[src/rtl/plru_set_ctrl.sv]
// Tree-PLRU replacement state per cache set: TOUCH, VICTIM (select + touch) and CLEAR requests.
// Latency: 1 cycle from accept to rsp_valid; one request per cycle, same-set bypass between stages.
// Backpressure: req_ready low only during the post-reset init sweep; responses cannot be stalled.
module plru_set_ctrl #(
    parameter int WAYS     = 8,
    parameter int WAYS_REP = $clog2(WAYS),
    parameter int SETS     = 64,
    parameter int SET_BITS = $clog2(SETS)
) (
    input  logic                clk,
    input  logic                rst_n,
    input  logic                req_valid,
    output logic                req_ready,
    input  logic [1:0]          req_op,
    input  logic [SET_BITS-1:0] req_set,
    input  logic [WAYS_REP-1:0] req_way,
    output logic                rsp_valid,
    output logic [WAYS_REP-1:0] rsp_way,
    output logic                init_done
);

    // Internal tree nodes per set, heap ordered: node 0 is the root.
    localparam int TB = WAYS - 1;

    typedef enum logic {ST_INIT, ST_RUN} state_t;

    logic [TB-1:0]       r_tree [SETS];

    state_t              r_state;
    logic [SET_BITS-1:0] r_cnt;
    logic                r_ready;
    logic                r_done;

    logic                r_b_vld;
    logic [1:0]          r_b_op;
    logic [SET_BITS-1:0] r_b_set;
    logic [WAYS_REP-1:0] r_b_way;
    logic [TB-1:0]       r_b_bits;
    logic [WAYS_REP-1:0] r_last_way;

    logic                w_acc;
    logic [TB-1:0]       w_cap_bits;
    logic [WAYS_REP-1:0] w_victim;
    logic [TB-1:0]       w_next_bits;
    logic [WAYS_REP-1:0] w_rsp_way;

    // Follow node bits from the root down to a leaf; leaf index minus (WAYS-1) is the way.
    function automatic logic [WAYS_REP-1:0] f_victim(input logic [TB-1:0] bits);
        int   node;
        logic b;
        node = 0;
        for (int l = 0; l < WAYS_REP; l++) begin
            b    = |(bits & (TB'(1) << node));
            node = 2 * node + 1 + int'(b);
        end
        return WAYS_REP'(node - (WAYS - 1));
    endfunction

    // Walk the way's path from the root, making every node on it point away from the way.
    function automatic logic [TB-1:0] f_touch(input logic [TB-1:0] bits,
                                              input logic [WAYS_REP-1:0] way);
        logic [TB-1:0] t;
        int            node;
        logic          dir;
        logic          away;
        t    = bits;
        node = 0;
        for (int l = 0; l < WAYS_REP; l++) begin
            dir  = |(way & (WAYS_REP'(1) << (WAYS_REP - 1 - l)));
            away = ~dir;
            t    = (t & ~(TB'(1) << node)) | (TB'(away) << node);
            node = 2 * node + 1 + int'(dir);
        end
        return t;
    endfunction

    assign w_acc      = req_valid && r_ready;
    // Same-set bypass: the stage-B result is newer than the array copy.
    assign w_cap_bits = (r_b_vld && (r_b_set == req_set)) ? w_next_bits : r_tree[req_set];

    assign req_ready  = r_ready;
    assign init_done  = r_done;
    assign rsp_valid  = r_b_vld;
    assign rsp_way    = r_b_vld ? w_rsp_way : r_last_way;

    // Stage B: next tree bits and response way for the registered request.
    always_comb begin
        w_victim    = f_victim(r_b_bits);
        w_next_bits = '0;
        w_rsp_way   = '0;
        case (r_b_op)
            2'b01: begin
                w_next_bits = f_touch(r_b_bits, w_victim);
                w_rsp_way   = w_victim;
            end
            2'b10: begin
                w_next_bits = '0;
                w_rsp_way   = '0;
            end
            default: begin
                w_next_bits = f_touch(r_b_bits, r_b_way);
                w_rsp_way   = r_b_way;
            end
        endcase
    end

    // Init sweep then permanent RUN; ready/done are registered state outputs.
    always_ff @(posedge clk or negedge rst_n) begin
        if (!rst_n) begin
            r_state <= ST_INIT;
            r_cnt   <= '0;
            r_ready <= 1'b0;
            r_done  <= 1'b0;
        end else if (r_state == ST_INIT) begin
            r_cnt <= r_cnt + 1'b1;
            if (r_cnt == SET_BITS'(SETS - 1)) begin
                r_state <= ST_RUN;
                r_ready <= 1'b1;
                r_done  <= 1'b1;
            end
        end
    end

    // Stage A capture into stage B; reset drops any in-flight request.
    always_ff @(posedge clk or negedge rst_n) begin
        if (!rst_n) begin
            r_b_vld    <= 1'b0;
            r_b_op     <= '0;
            r_b_set    <= '0;
            r_b_way    <= '0;
            r_b_bits   <= '0;
            r_last_way <= '0;
        end else begin
            r_b_vld <= w_acc;
            if (w_acc) begin
                r_b_op   <= req_op;
                r_b_set  <= req_set;
                r_b_way  <= req_way;
                r_b_bits <= w_cap_bits;
            end
            if (r_b_vld) begin
                r_last_way <= w_rsp_way;
            end
        end
    end

    // Tree array: zeroed by the sweep, otherwise written back at the end of stage B.
    always_ff @(posedge clk) begin
        if (r_state == ST_INIT) begin
            r_tree[r_cnt] <= '0;
        end else if (r_b_vld) begin
            r_tree[r_b_set] <= w_next_bits;
        end
    end

endmodule
[config.mk]
export PLATFORM = sky130hd
export DESIGN_NAME = plru_set_ctrl
export DESIGN_NICKNAME = d
export VERILOG_FILES = /design/src/rtl/plru_set_ctrl.sv
export SDC_FILE = /design/constraint.sdc
export NUM_CORES = 1
export LEC_CHECK = 0
export ABC_AREA = 0
export CORE_MARGIN = 3
export CORE_UTILIZATION = 30
export DETAILED_ROUTE_END_ITERATION = 7
export PLACE_DENSITY_LB_ADDON = 0.05
export SLEW_MARGIN = 15
export SYNTH_ARGS = -nofsm -noshare
export SYNTH_HDL_FRONTEND = slang
export SYNTH_SLANG_ARGS = --single-unit
export TNS_END_PERCENT = 50
[constraint.sdc]
create_clock -name clk -period 3.2 [get_ports clk]
set_clock_uncertainty 0.15 [all_clocks]
set_input_delay 0.48 -clock clk [delete_from_list [all_inputs] [get_ports clk]]
set_output_delay 0.48 -clock clk [all_outputs]
set_load 0.02 [all_outputs]
# Yosys cells after proc, flatten, opt, wreduce, memory -nomap -nowiden
# Memories as Yosys holds them, arrays and structs flattened.
# Cells that the tools add are included.
dict set report totals {
  n_memories 1
  inputBits 14
  wordCells 79
  latchBits 0
  out_inout_bits 6
  register_bits 30
  rom_bits 0
  mem_bits_rw 448
}
dict set report op_classes {
  n_reduce_logical 6
  div_mod_pow 0
  eq_ne 4
  bitwise_logic 23
  mul 0
  addsub 13
  n_mux 13
  shift 10
  n_lt_le_gt_ge 0
}
# memory words word_bits read_ports rd_ports_with_merged_regs write_ports line_no
set mem_list {}
lappend mem_list {r_tree 64 7 1 0 1 27} ;# logic [TB-1:0] r_tree [SETS];
# operator n
set ops {}
lappend ops {{bitwise AND 7 bit} 6}
lappend ops {{NOT 7 bit} 4}
lappend ops {{bitwise OR 7 bit} 4}
lappend ops {{OR reduction 7 bit} 3}
lappend ops {{<< shifter 1 x 2 -> 7 bit, first input constant} 3}
lappend ops {{<< shifter 1 x 5 -> 7 bit, first input constant} 3}
lappend ops {{adder 4 x 1 -> 5 bit} 3}
lappend ops {{2-to-1 mux 7 bit} 2}
lappend ops {{bitwise OR 7 x 1 -> 7 bit} 2}
lappend ops {{case mux 7 bit (2 select lines)} 1}
lappend ops {{<< shifter 1 x 2 -> 7 bit} 2}
lappend ops {{<< shifter 1 x 5 -> 7 bit} 2}
lappend ops {{adder 3 x 1 -> 4 bit, second input constant} 3}
lappend ops {{2-to-1 mux 1 bit} 7}
lappend ops {{NOT 1 bit} 7}
lappend ops {{adder 1 x 1 -> 2 bit, first input constant} 3}
lappend ops {{adder 6 x 1 -> 6 bit, second input constant} 1}
lappend ops {{equality test 6 bit} 1}
lappend ops {{equality test 6 bit, second input constant} 1}
lappend ops {{2-to-1 mux 6 bit} 1}
lappend ops {{case mux 3 bit (2 select lines)} 1}
lappend ops {{adder 3 x 1 -> 3 bit} 1}
lappend ops {{adder 3 x 1 -> 3 bit, second input constant} 1}
lappend ops {{2-to-1 mux 3 bit} 1}
lappend ops {{other kinds (5)} 6}

# Depth between registers and ports, before layout
# Gate-level depths: netlist of the first run.
dict set report logic_depth {
  ltp_word 19
  depth_mapped 10
  mapped_depth_nobuf 8
}

# Least setup slack after synthesis of the first run
# OpenSTA, ideal clock, no wires.
dict set report synth_path {
  kind {register to register}
  from {register r_b_way[1]}
  to {memory r_tree[0][3] in the netlist's numbering, data pin}
  setup_slack_ns -0.283
  path_buffers 0
  required_time_ns 2.551
  arrival_time_ns 2.834
  synth_period_minus_slack_ns 3.483
  stages_incl_launch_ff 6
  setup_time_ns 0.499
  cell_sequence {dfrtp_1 -> inv_1 -> ha_1 -> o32ai_1 -> a22oi_1 -> nor2_1}
}
dict set report synth_via {
  elab_chain_len 7
  elab_cells_between_ends 11
  classes_between {1 x add/sub; 3 x shift; 2 x mux; 5 x bitwise}
}
# item line_no
set synth_rtl {}
lappend synth_rtl {{start: declaration} 37} ;# logic [WAYS_REP-1:0] r_b_way;
lappend synth_rtl {{start signal: assignment} 138} ;# r_b_way <= req_way;
lappend synth_rtl {{adder 4 x 1 -> 5 bit / NOT 1 bit (equally long branches)} {72, 70}}
lappend synth_rtl {{<< shifter 1 x 5 -> 7 bit / << shifter 1 x 2 -> 7 bit (equally long branches)} 71} ;# t = (t & ~(TB'(1) << node)) | (TB'(away) << node);
lappend synth_rtl {{NOT 7 bit / bitwise OR 7 bit (equally long branches)} 71}
lappend synth_rtl {{bitwise AND 7 bit} 71}
lappend synth_rtl {{bitwise OR 7 bit (*)} 71}
lappend synth_rtl {{case mux 7 bit (2 select lines) (*)} 91} ;# case (r_b_op)
lappend synth_rtl {{2-to-1 mux 7 bit (no source line) (*)} n/a}
lappend synth_rtl {{end: declaration} 27}
# Every way passes the cells marked *; elsewhere a longest branch is shown, timed or not.

# Final worst setup path of the first run
dict set report layout_path {
  from {register r_b_op[1]}
  to {output rsp_way[0]}
}
dict set report layout_via {
  elab_chain_len 3
  elab_cells_between_ends 4
  classes_between {2 x eq/ne; 2 x mux}
}
# item line_no
set layout_rtl {}
lappend layout_rtl {{start: declaration} 35} ;# logic [1:0] r_b_op;
lappend layout_rtl {{start signal: assignment} 136} ;# r_b_op <= req_op;
lappend layout_rtl {{equality test 2 bit / equality test 2 x 1 -> 1 bit (equally long branches)} 91}
lappend layout_rtl {{case mux 3 bit (2 select lines) (*)} 91}
lappend layout_rtl {{2-to-1 mux 3 bit (*)} n/a}
lappend layout_rtl {{end: declaration} 18} ;# output logic [WAYS_REP-1:0] rsp_way,
# Marks and branches as above.

==> results of run 1 <==
[placed cells by master (no fill, tap or decap), types with 5 or more instances in the layout]
master,Yosys,final
nor2_1,82,80
and3_1,8,8
mux2i_1,134,134
a31oi_1,11,11
buf_12,5,13
clkbuf_16,0,54
clkdlybuf4s50_1,0,13
xor2_1,5,5
nand2b_1,8,7
ha_1,8,7
nand3_1,23,23
bufinv_16,0,6
a22oi_1,62,62
o22ai_1,7,7
and2_2,2,7
xnor2_1,10,10
clkinv_2,0,5
mux4_1,17,17
nor4_1,6,6
a211oi_1,6,5
buf_4,7,131
o21ai_0,17,17
a21oi_1,25,24
mux4_2,30,30
dfrtp_1,30,30
nor2b_1,17,16
clkinv_1,1,17
inv_1,12,12
edfxtp_1,448,448
nand2_1,70,70
clkbuf_1,13,10
mux2_2,10,10
or3_1,6,6
nor3b_1,5,5
[worst max-delay path: stages, from the launching register on]
cell,delay [ns]
dfrtp_1,0.36
inv_1,0.07
ha_2,0.33
nand2b_2,0.26
a211oi_2,0.19
a21oi_1,0.09
a21oi_2,0.16
clkdlybuf4s15_2,0.28
[layer usage]
metal,wire length (um),vias to the layer above
li1,-,4997
met1,27900,5749
met2,27800,218
met3,2400,94
met4,1950,0
met5,0,-
[power by group through the flow]
stage	Sequential [mW]	Clock, mW	Combinational [mW]
3_5_place_dp	6.87	0	0.389
4_1_cts	6.73	6.26	0.390
5_1_grt	6.73	6.50	0.407
6_report	6.74	6.04	0.383
2_1_floorplan	6.87	0	0.245
3_3_place_gp	6.87	0	0.389
[kinds of logic after synthesis]
kind of cell,count (synthesis),share of synthesized area
DFF,478,0.714
and+or+nand+nor,253,0.0599
muxes,191,0.130
AOI/OAI and AO/OA,162,0.0565
buffers and inverters,76,0.0284
xor gates and xnor gates,15,0.00660
adders and majority gates,8,0.00503
[final timing paths]
check / startpoint / end / slack, ns / cells past startpoint
max: r_b_op[1] / rsp_way[0] / 0.22 / 7
min: req_set[1] / r_b_set[1] / 0.12 / 3
max reg2reg: r_b_way[2] / r_tree[51][0] / 0.35 / 8
min reg2reg: r_b_op[0] / r_b_op[0] / 0.35 / 2
max in group asynchronous: rst_n / r_b_set[5] / 2.43 / 2
min in group asynchronous: rst_n / r_last_way[1] / 0.13 / 2
[stage by stage]
| stage | worst slack, ns | TNS (ns) | instance area, um2 |
|---|---|---|---|
| 2_1_floorplan | -0.244 | -15.62 | 19900 |
| 3_3_place_gp | -0.0479 | -0.0753 | 21900 |
| 3_5_place_dp | -0.128 | -0.224 | 21900 |
| 4_1_cts | 0.0502 | 0 | 23600 |
| 5_1_grt | 0.0412 | 0 | 23600 |
| 6_report | 0.219 | 0 | 23600 |
[registers in the layout, indices dropped and copies added, names as in the netlist]
signal,count
r_tree,448
r_b_op,2
init_done,1
r_b_way,3
r_state,1
r_cnt,6
r_last_way,3
r_b_bits,7
rsp_valid,1
r_b_set,6
[layout make-up]
type,count,share of cell area
Sequential cell,478,0.601
Multi-Input combinational cell,629,0.219
Timing Repair Buffer,162,0.0603
Clock buffer,64,0.0588
Tap cell,855,0.0453
Clock inverter,33,0.0137
Inverter,13,0.00207
Antenna cell,1,0.000106
==> flow_metrics.env, run 1 <==
export IMPL_status="finished, final reports clean"
export IMPL_cts_num_sinks=478
export IMPL_cts_root_buf="clkbuf_16"
export IMPL_cts_hold_buf=0
export IMPL_port_buffer_count=19
export IMPL_cts_setup_buffers=0
export IMPL_synth_top_cells_by_count="448 x edfxtp_1, 134 x mux2i_1, 82 x nor2_1"
export IMPL_hp_class="input port to flip-flop"
export IMPL_place_inst=2137
export IMPL_combinationalPowerShare=0.029
export IMPL_grt_pass1_vias=11400
export IMPL_synth_avg_cell_area_um2=16.8
export IMPL_ioPinCount=20
export IMPL_totalWireLength_mm=60.1
export IMPL_vias_per_cell=4.95
export IMPL_place_congestion=0.816
export IMPL_synth_main_ff_cell="edfxtp_1"
export IMPL_ys_warn_count=0
export IMPL_synth_distinct_cells=67
export IMPL_ant_nets=0
export IMPL_cap_violations=0
export IMPL_worst_pin_slew_ns=0.944
export IMPL_fin_crit_sh=0.932
export IMPL_setup_viol=0
export IMPL_nets=1360
export IMPL_powerDensity_mw_per_mm2=557
export IMPL_detailed_place_hpwl_mm=41.1
export IMPL_htree_levels=2
export IMPL_async_reset_ff_frac=0.0628
export IMPL_finalNonFillerCells=2235
export IMPL_multiInputGateArea_mm2=0.00516
export IMPL_crit_fanout=10
export IMPL_fin_crit_ns=2.98
export IMPL_clock_fmax_mhz=335
export IMPL_leakage_nw=7.14
export IMPL_fp_coreArea_mm2=0.0650
export IMPL_clock_path_buffers=3
export IMPL_drc=0
export IMPL_vias=11100
export IMPL_grt_util_met1=0.240
export IMPL_cts_buffers=54
export IMPL_fp_dieArea_mm2=0.0694
export IMPL_seq_area_mm2=0.0142
export IMPL_finalPower_mw=13.2
export IMPL_p_sw_mw=2.71
export IMPL_synth_most_common_cell="edfxtp_1"
export IMPL_dieWidth_um=264
export IMPL_syn_inst=1183
export IMPL_hold_viol=0
export IMPL_critPathCaptureType="output port"
export IMPL_grt_use_met2=0.272
export IMPL_finalCoreUtilization=0.363
export IMPL_first_iter_violations=749
export IMPL_num_rows=93
export IMPL_cp_start_kind="flip-flop"
export IMPL_yosysTopAreaCell="edfxtp_1"
export IMPL_power_switching_share=0.206
export IMPL_ys_ff_latch=478
export IMPL_syn2layout_area_growth_pct=18.8
export IMPL_insertion_delay_ns=0.61
export IMPL_initial_core_util=0.306
export IMPL_cts_clk_slew_worst_paths_ns=0.06
export IMPL_synth_edf_count=448
export IMPL_grtUsageTotal=0.172
export IMPL_ctsResizeCount=8
export IMPL_synth_nets=1205
export IMPL_die_y_um=264
export IMPL_antenna_found_initial=3
export IMPL_drive_gt1_frac=0.204
export IMPL_synthTopCellsByArea="edfxtp_1 68%, mux2i_1 6.7%, dfrtp_1 3.8%"
export IMPL_cp_arrival_ns=2.35
export IMPL_grt_overflow=0
export IMPL_cp_data_required_time_ns=2.57
export IMPL_wl_per_cell_um=26.9
export IMPL_grt_busiest_layer="met2"
export IMPL_criticalPathCategory="flip-flop to output port"
export IMPL_fill_cells=6144
export IMPL_final_max_slew_violation_count=0
export IMPL_relSlewSlack=0.370
export IMPL_peakVddDrop_mv=0.361
export IMPL_grt_max_degree=49
export IMPL_grt_first_pass_wirelength_mm=85.7
export IMPL_cts_tree="yes"
export IMPL_hold_slack_ns=0.123
export IMPL_clockPowerShare=0.459
export IMPL_yosys_area_top_type_share=0.676
export IMPL_met3_usage=0.0283
export IMPL_synth_area_mm2=0.0199
export IMPL_yosysSeqAreaShare=0.714
export IMPL_internal_power_mw=10.4
export IMPL_rsz0062_at_grt="false"
export IMPL_dr_pass1_iters=5
export IMPL_p_seq_frac=0.512
No activity file was read; power rests on OpenSTA's default activity.
==> inputs of run 2 (changes only) <==
--- a/config.mk
+++ b/config.mk
@@ -6,6 +6,7 @@
 export NUM_CORES = 1
 export LEC_CHECK = 0
 export ABC_AREA = 0
+export CORE_ASPECT_RATIO = 1.5
 export CORE_MARGIN = 3
 export CORE_UTILIZATION = 30
 export DETAILED_ROUTE_END_ITERATION = 7
==> run 2 against run 1 <==
  * Die area is essentially flat
  * Register-to-register slack gained 0.07 ns
  * Design area shrank 0.30%
  * Largest power group unchanged
  * Highest routed layer unchanged
==> flow_metrics.env, run 2 (synthesis results as in run 1) <==
export IMPL_grt_first_pass_wirelength_mm=88.5
export IMPL_fp_dieArea_mm2=0.0695
export IMPL_fin_crit_sh=0.953
export IMPL_place_area_mm2=0.0220
export IMPL_p_seq_frac=0.524
export IMPL_cts_hold_buf=0
export IMPL_vias=10900
export IMPL_cts_buffers=50
export IMPL_num_rows=115
export IMPL_layout_common_cells="448 x edfxtp_1, 138 x buf_4, 134 x mux2i_1"
export IMPL_cp_data_required_time_ns=2.57
export IMPL_crit_path_frequent_cell="a21oi_1"
export IMPL_hold_viol=0
export IMPL_cts_root_buf="clkbuf_16"
export IMPL_leakage_nw=7.12
export IMPL_antennaDiodeCount=0
export IMPL_wl_per_cell_um=27.7
export IMPL_ant_nets=0
export IMPL_cts_clk_slew_worst_paths_ns=0.06
export IMPL_top_register="r_tree"
export IMPL_hold_slack_ns=0.139
export IMPL_place_congestion=0.816
export IMPL_status="finished, final reports clean"
export IMPL_internal_power_mw=10.2
export IMPL_finalPower_mw=12.9
export IMPL_rsz0062_at_grt="false"
export IMPL_detailed_place_hpwl_mm=42.6
export IMPL_vias_per_cell=4.86
export IMPL_critPathCaptureType="output port"
export IMPL_die_y_um=321
export IMPL_relSlewSlack=0.362
export IMPL_crit_fanout=10
export IMPL_largest_registers="r_tree (448), r_b_bits (7)"
export IMPL_grtUsageTotal=0.180
export IMPL_cts_tree="yes"
export IMPL_cts_setup_buffers=0
export IMPL_hp_class="input port to async pin"
export IMPL_setup_viol=0
export IMPL_path_cells="inv_1, ha_2, nand2b_2, a211oi_2, a21oi_1, a21oi_1, clkdlybuf4s15_2"
export IMPL_criticalPathCategory="flip-flop to output port"
export IMPL_final_area_mm2=0.0236
export IMPL_nets=1362
export IMPL_initial_core_util=0.303
export IMPL_clock_fmax_mhz=328
export IMPL_peakVddDrop_mv=0.300
export IMPL_port_buffer_count=19
export IMPL_clockPowerShare=0.447
export IMPL_htree_levels=2
export IMPL_grt_overflow=0
export IMPL_cts_num_sinks=478
export IMPL_combinationalPowerShare=0.030
export IMPL_setup_tns_ns=0
export IMPL_ioPinCount=20
export IMPL_cp_arrival_ns=2.42
export IMPL_dieWidth_um=216
export IMPL_drc=0
export IMPL_first_iter_violations=825
export IMPL_max_stage_delay_ns=0.36
export IMPL_cp_slowest_cell="dfrtp_1"
export IMPL_antenna_found_initial=0
export IMPL_layout_commonest_cell="edfxtp_1"
export IMPL_cp_start_kind="flip-flop"
export IMPL_clock_path_buffers=3
export IMPL_largest_register_ffs=448
export IMPL_p_sw_mw=2.68
export IMPL_powerDensity_mw_per_mm2=546
export IMPL_grt_max_degree=65
export IMPL_syn2layout_area_growth_pct=18.4
export IMPL_drive_gt1_frac=0.208
export IMPL_totalWireLength_mm=62.3
export IMPL_worst_pin_slew_ns=0.953
export IMPL_grt_pass1_vias=11600
export IMPL_cap_violations=0
export IMPL_power_switching_share=0.208
export IMPL_dr_pass1_iters=5
export IMPL_insertion_delay_ns=0.60
export IMPL_fin_crit_ns=3.05
export IMPL_final_max_slew_violation_count=0
export IMPL_fp_coreArea_mm2=0.0656
[run 2: cell types whose count changed in the layout (fill, tap and decap cells not counted), sizes merged]
cell,delta
clkbuf,-8
buf,+6
bufinv,-2
inv,-2
diode,-1
clkinv,-1
clkinvlp,+1
[run 2: power groups by stage]
stage,Clock (mW),Combinational [mW],Sequential (mW)
finish,5.75,0.382,6.73
detailed placement,0,0.387,6.87
floorplan,0,0.245,6.87
global placement,0,0.387,6.87
global route,6.16,0.402,6.73
CTS,5.93,0.389,6.73
[run 2: routing by layer]
metal	vias up	GRT usage	share of wire
met4	0	0.0504	0.026
met5	-	0	0
met2	161	0.340	0.55
met3	74	0.0251	0.027
li1	4966	-	-
met1	5725	0.212	0.40
[run 2: final timing paths]
check / startpoint / end / slack [ns] / depth (start not counted)
worst max-delay path: r_b_op[1] / rsp_way[0] / 0.15 / 7
worst min-delay path: rst_n / r_b_set[0] / 0.14 / 2
worst max register to register: r_state / r_tree[14][0] / 0.42 / 4
worst min register to register: r_b_op[0] / r_b_op[0] / 0.34 / 2
max in group asynchronous: rst_n / r_b_bits[6] / 2.43 / 2
min in group clk: req_set[2] / r_b_set[2] / 0.23 / 4
[run 2: per-stage QoR]
stage          instances  utilization  worst slack [ns]
5_1_grt             2250        0.359          0.000895
3_5_place_dp        2165        0.335             0.120
6_report            2250        0.359             0.152
3_3_place_gp        2165        0.335             0.154
2_1_floorplan       1183            -            -0.244
4_1_cts             2250        0.359           0.00742
[run 2: worst max-delay path: cells and delay by family, from the launching register on]
kind / cells / cell delay (ns)
fa+ha+maj: 1 / 0.34
compound gates: 3 / 0.49
buf+inv: 2 / 0.37
flops: 1 / 0.36
simple gates: 1 / 0.27
[run 2: final cells by class]
type | count | area, um2
Clock buffer | 56 | 1340
Clock inverter | 29 | 249
Fill cell | 6301 | 42100
Inverter | 13 | 48.8
Multi-Input combinational cell | 629 | 5160
Sequential cell | 478 | 14200
Tap cell | 877 | 1100
Timing Repair Buffer | 168 | 1460
[run 2: what timing repair did]
item | 4_1_cts | 5_1_grt
cloned | 0 | 0
gates resized for setup | 7 | 2
setup endpoints to repair | 3 | 1
==> inputs of run 3 (changes only) <==
--- a/config.mk
+++ b/config.mk
@@ -5,10 +5,10 @@
 export SDC_FILE = /design/constraint.sdc
 export NUM_CORES = 1
 export LEC_CHECK = 0
-export ABC_AREA = 0
+export ABC_AREA = 1
 export CORE_ASPECT_RATIO = 1.5
 export CORE_MARGIN = 3
-export CORE_UTILIZATION = 30
+export CORE_UTILIZATION = 50
 export DETAILED_ROUTE_END_ITERATION = 7
 export PLACE_DENSITY_LB_ADDON = 0.05
 export SLEW_MARGIN = 15
==> run 3 against run 2 <==
  * Fmax decreased by 0.76%
  * Synthesized area increased by 2.1%
  * Worst setup slack got worse by 0.023 ns
  * Sequential power about the same
  * Clock power decreased by 4.3%
  * Non-clock buffer count decreased by 64
  * Critical path type unchanged
  * Critical endpoint is now rsp_way[2]
  * Largest cell class unchanged
==> flow_metrics.env, run 3 <==
export IMPL_synth_top_family_by_area="simple AND/OR/NAND/NOR gates"
export IMPL_yosysSeqAreaShare=0.699
export IMPL_largest_registers="r_tree (448), r_b_bits (7)"
export IMPL_detailed_place_hpwl_mm=31.3
export IMPL_cts_num_sinks=478
export IMPL_fin_crit_sh=0.960
export IMPL_setup_tns_ns=0
export IMPL_cts_clk_slew_worst_paths_ns=0.07
export IMPL_syn_inst=1823
export IMPL_cts_root_buf="clkbuf_16"
export IMPL_largest_register_ffs=448
export IMPL_fill_cells=3296
export IMPL_synth_distinct_cells=35
export IMPL_worst_pin_slew_ns=0.678
export IMPL_vias_per_cell=5.66
export IMPL_synth_most_common_cell="nand2_1"
export IMPL_final_area_mm2=0.0229
export IMPL_r2r_end="r_tree[41][6]"
export IMPL_antennaDiodeCount=0
export IMPL_drive_gt1_frac=0.0955
export IMPL_synth_avg_cell_area_um2=11.1
export IMPL_ys_ff_latch=478
export IMPL_yosys_area_top_type_share=0.662
export IMPL_grt_overflow=0
export IMPL_final_max_slew_violation_count=0
export IMPL_max_stage_delay_ns=0.41
export IMPL_cts_buffers=47
export IMPL_ant_nets=0
export IMPL_hp_class="input port to async pin"
export IMPL_setup_viol=0
export IMPL_clock_fmax_mhz=326
export IMPL_num_rows=89
export IMPL_nets=1893
export IMPL_fin_crit_ns=3.07
export IMPL_critPathCaptureType="output port"
export IMPL_clock_path_buffers=3
export IMPL_ctsResizeCount=3
export IMPL_top_register="r_tree"
export IMPL_dr_pass1_iters=7
export IMPL_synth_main_ff_cell="edfxtp_1"
export IMPL_cp_data_required_time_ns=2.57
export IMPL_fp_dieArea_mm2=0.0431
export IMPL_ys_warn_count=0
export IMPL_grt_pass1_vias=13500
export IMPL_totalWireLength_mm=52.2
export IMPL_path_cells="ha_1, inv_1, nand2_1, inv_1, a22oi_1, o21ai_0, dlygate4sd1_1"
export IMPL_status="finished, final reports clean"
export IMPL_syn2layout_area_growth_pct=13.0
export IMPL_synth_nets=1845
export IMPL_cp_arrival_ns=2.44
export IMPL_insertion_delay_ns=0.57
export IMPL_powerDensity_mw_per_mm2=562
export IMPL_dieWidth_um=171
export IMPL_antenna_found_initial=0
export IMPL_fp_coreArea_mm2=0.0398
export IMPL_rsz0062_at_grt="false"
export IMPL_relSlewSlack=0.548
export IMPL_synth_xor_area_frac=0.00302
export IMPL_layout_common_cells="630 x nand2_1, 448 x edfxtp_1, 398 x nand3_1"
export IMPL_reg2reg_from="r_state"
export IMPL_synth_area_mm2=0.0203
export IMPL_die_y_um=253
export IMPL_hold_viol=0
export IMPL_port_buffer_count=19
export IMPL_grt_first_pass_wirelength_mm=79.3
export IMPL_yosysTopAreaCell="edfxtp_1"
export IMPL_crit_path_start="r_b_op[0]"
export IMPL_vias=13600
export IMPL_peakVddDrop_mv=0.403
export IMPL_async_reset_ff_frac=0.0628
export IMPL_r2r_cells=6
export IMPL_criticalPathCategory="flip-flop to output port"
export IMPL_leakage_nw=8.33
export IMPL_synthSimpleGateAreaFrac=0.239
export IMPL_cp_start_kind="flip-flop"
export IMPL_ioPinCount=20
export IMPL_layout_commonest_cell="nand2_1"
export IMPL_r2r_setup_slack_ns=0.35
export IMPL_htree_levels=2
export IMPL_place_congestion=0.878
export IMPL_drc=0
export IMPL_crit_fanout=9
export IMPL_post_synth_mux_area_share=0
export IMPL_synth_top_cells_by_count="630 x nand2_1, 448 x edfxtp_1, 398 x nand3_1"
export IMPL_cts_hold_buf=0
export IMPL_synth_compound_area_share=0.0158
export IMPL_first_iter_violations=1112
export IMPL_synthTopCellsByArea="edfxtp_1 66%, nand2_1 12%, nand3_1 9.8%"
export IMPL_place_area_mm2=0.0214
export IMPL_synth_edf_count=448
export IMPL_initial_core_util=0.511
export IMPL_grtUsageTotal=0.242
export IMPL_cts_setup_buffers=0
export IMPL_cts_tree="yes"
export IMPL_yosys_area_share_adder=0.00493
export IMPL_cp_slowest_cell="ha_1"
export IMPL_crit_path_frequent_cell="inv_1"
export IMPL_grt_max_degree=141
export IMPL_cap_violations=0
export IMPL_wl_per_cell_um=21.7
-- run 3: changes by cell type in the layout (fill, tap and decap cells not counted), sizes merged, moves of 12 or more --
| cell | delta |
|---|---|
| nand3 | +378 |
| nand2 | +560 |
| nor2b | -17 |
| mux4 | -47 |
| a22oi | -60 |
| buf | -64 |
| inv | +33 |
| mux2i | -134 |
| o21ai | +12 |
| a21oi | -12 |
-- run 3: cells by family (layout without fill, tap and decap cells) --
kind of cell / count (synthesis) / in the layout
adders and majority gates: 8 / 8
and+or+nand+nor: 1127 / 1127
xor gates and xnor gates: 7 / 7
AOI/OAI and AO/OA: 54 / 54
buffers and inverters: 149 / 232
DFF: 478 / 478
-- run 3: cell type report --
| type | count | area, um2 | area share |
|---|---|---|---|
| Inverter | 44 | 171 | 0.00747 |
| Sequential cell | 478 | 14200 | 0.619 |
| Clock inverter | 27 | 287 | 0.0125 |
| Tap cell | 500 | 626 | 0.0273 |
| Clock buffer | 57 | 1230 | 0.0538 |
| Timing Repair Buffer | 104 | 1030 | 0.0448 |
| Multi-Input combinational cell | 1196 | 5390 | 0.235 |
-- run 3: report_power, final --
group / leakage [nW] / total [mW] / internal, mW / switching, mW
combinational: 4.09 / 0.654 / 0.200 / 0.454
sequential: 3.50 / 6.73 / 6.73 / 0
clock: 0.740 / 5.50 / 3.16 / 2.33
-- run 3: per-layer routing --
metal,GRT usage,vias up,share of wire
met3,0.0306,114,0.051
met1,0.314,6654,0.41
met4,0.0997,0,0.040
met2,0.414,423,0.50
met5,0,-,0
li1,-,6437,-
-- run 3: worst max path at each step --
stage | cells past startpoint | end
final | 7 | rsp_way[2]
after global routing | 7 | rsp_way[1]
after CTS | 7 | rsp_way[2]
after detailed placement | 6 | r_tree[41][1]
after global placement | 7 | rsp_way[2]
after floorplan | 7 | r_tree[0][1]
-- run 3: worst max-delay path, delay by kind of cell (launching register included) --
kind / cells / cell delay, ns
compound gates: 2 / 0.30
fa+ha+maj: 1 / 0.41
buf+inv: 3 / 0.67
flops: 1 / 0.39
simple gates: 1 / 0.11
-- run 3: stage by stage --
stage / power, mW / cells / util / setup WS (ns) / hold slack (ns)
after floorplan: 7.32 / 1823 / - / -0.240 / 0.0344
after global placement: 7.51 / 2322 / 0.539 / 0.454 / 0.322
after detailed placement: 7.52 / 2322 / 0.539 / 0.388 / 0.319
after CTS: 13.0 / 2406 / 0.577 / 0.0921 / 0.170
after global routing: 13.3 / 2406 / 0.577 / 0.00452 / 0.208
final: 12.9 / 2406 / 0.577 / 0.128 / 0.182
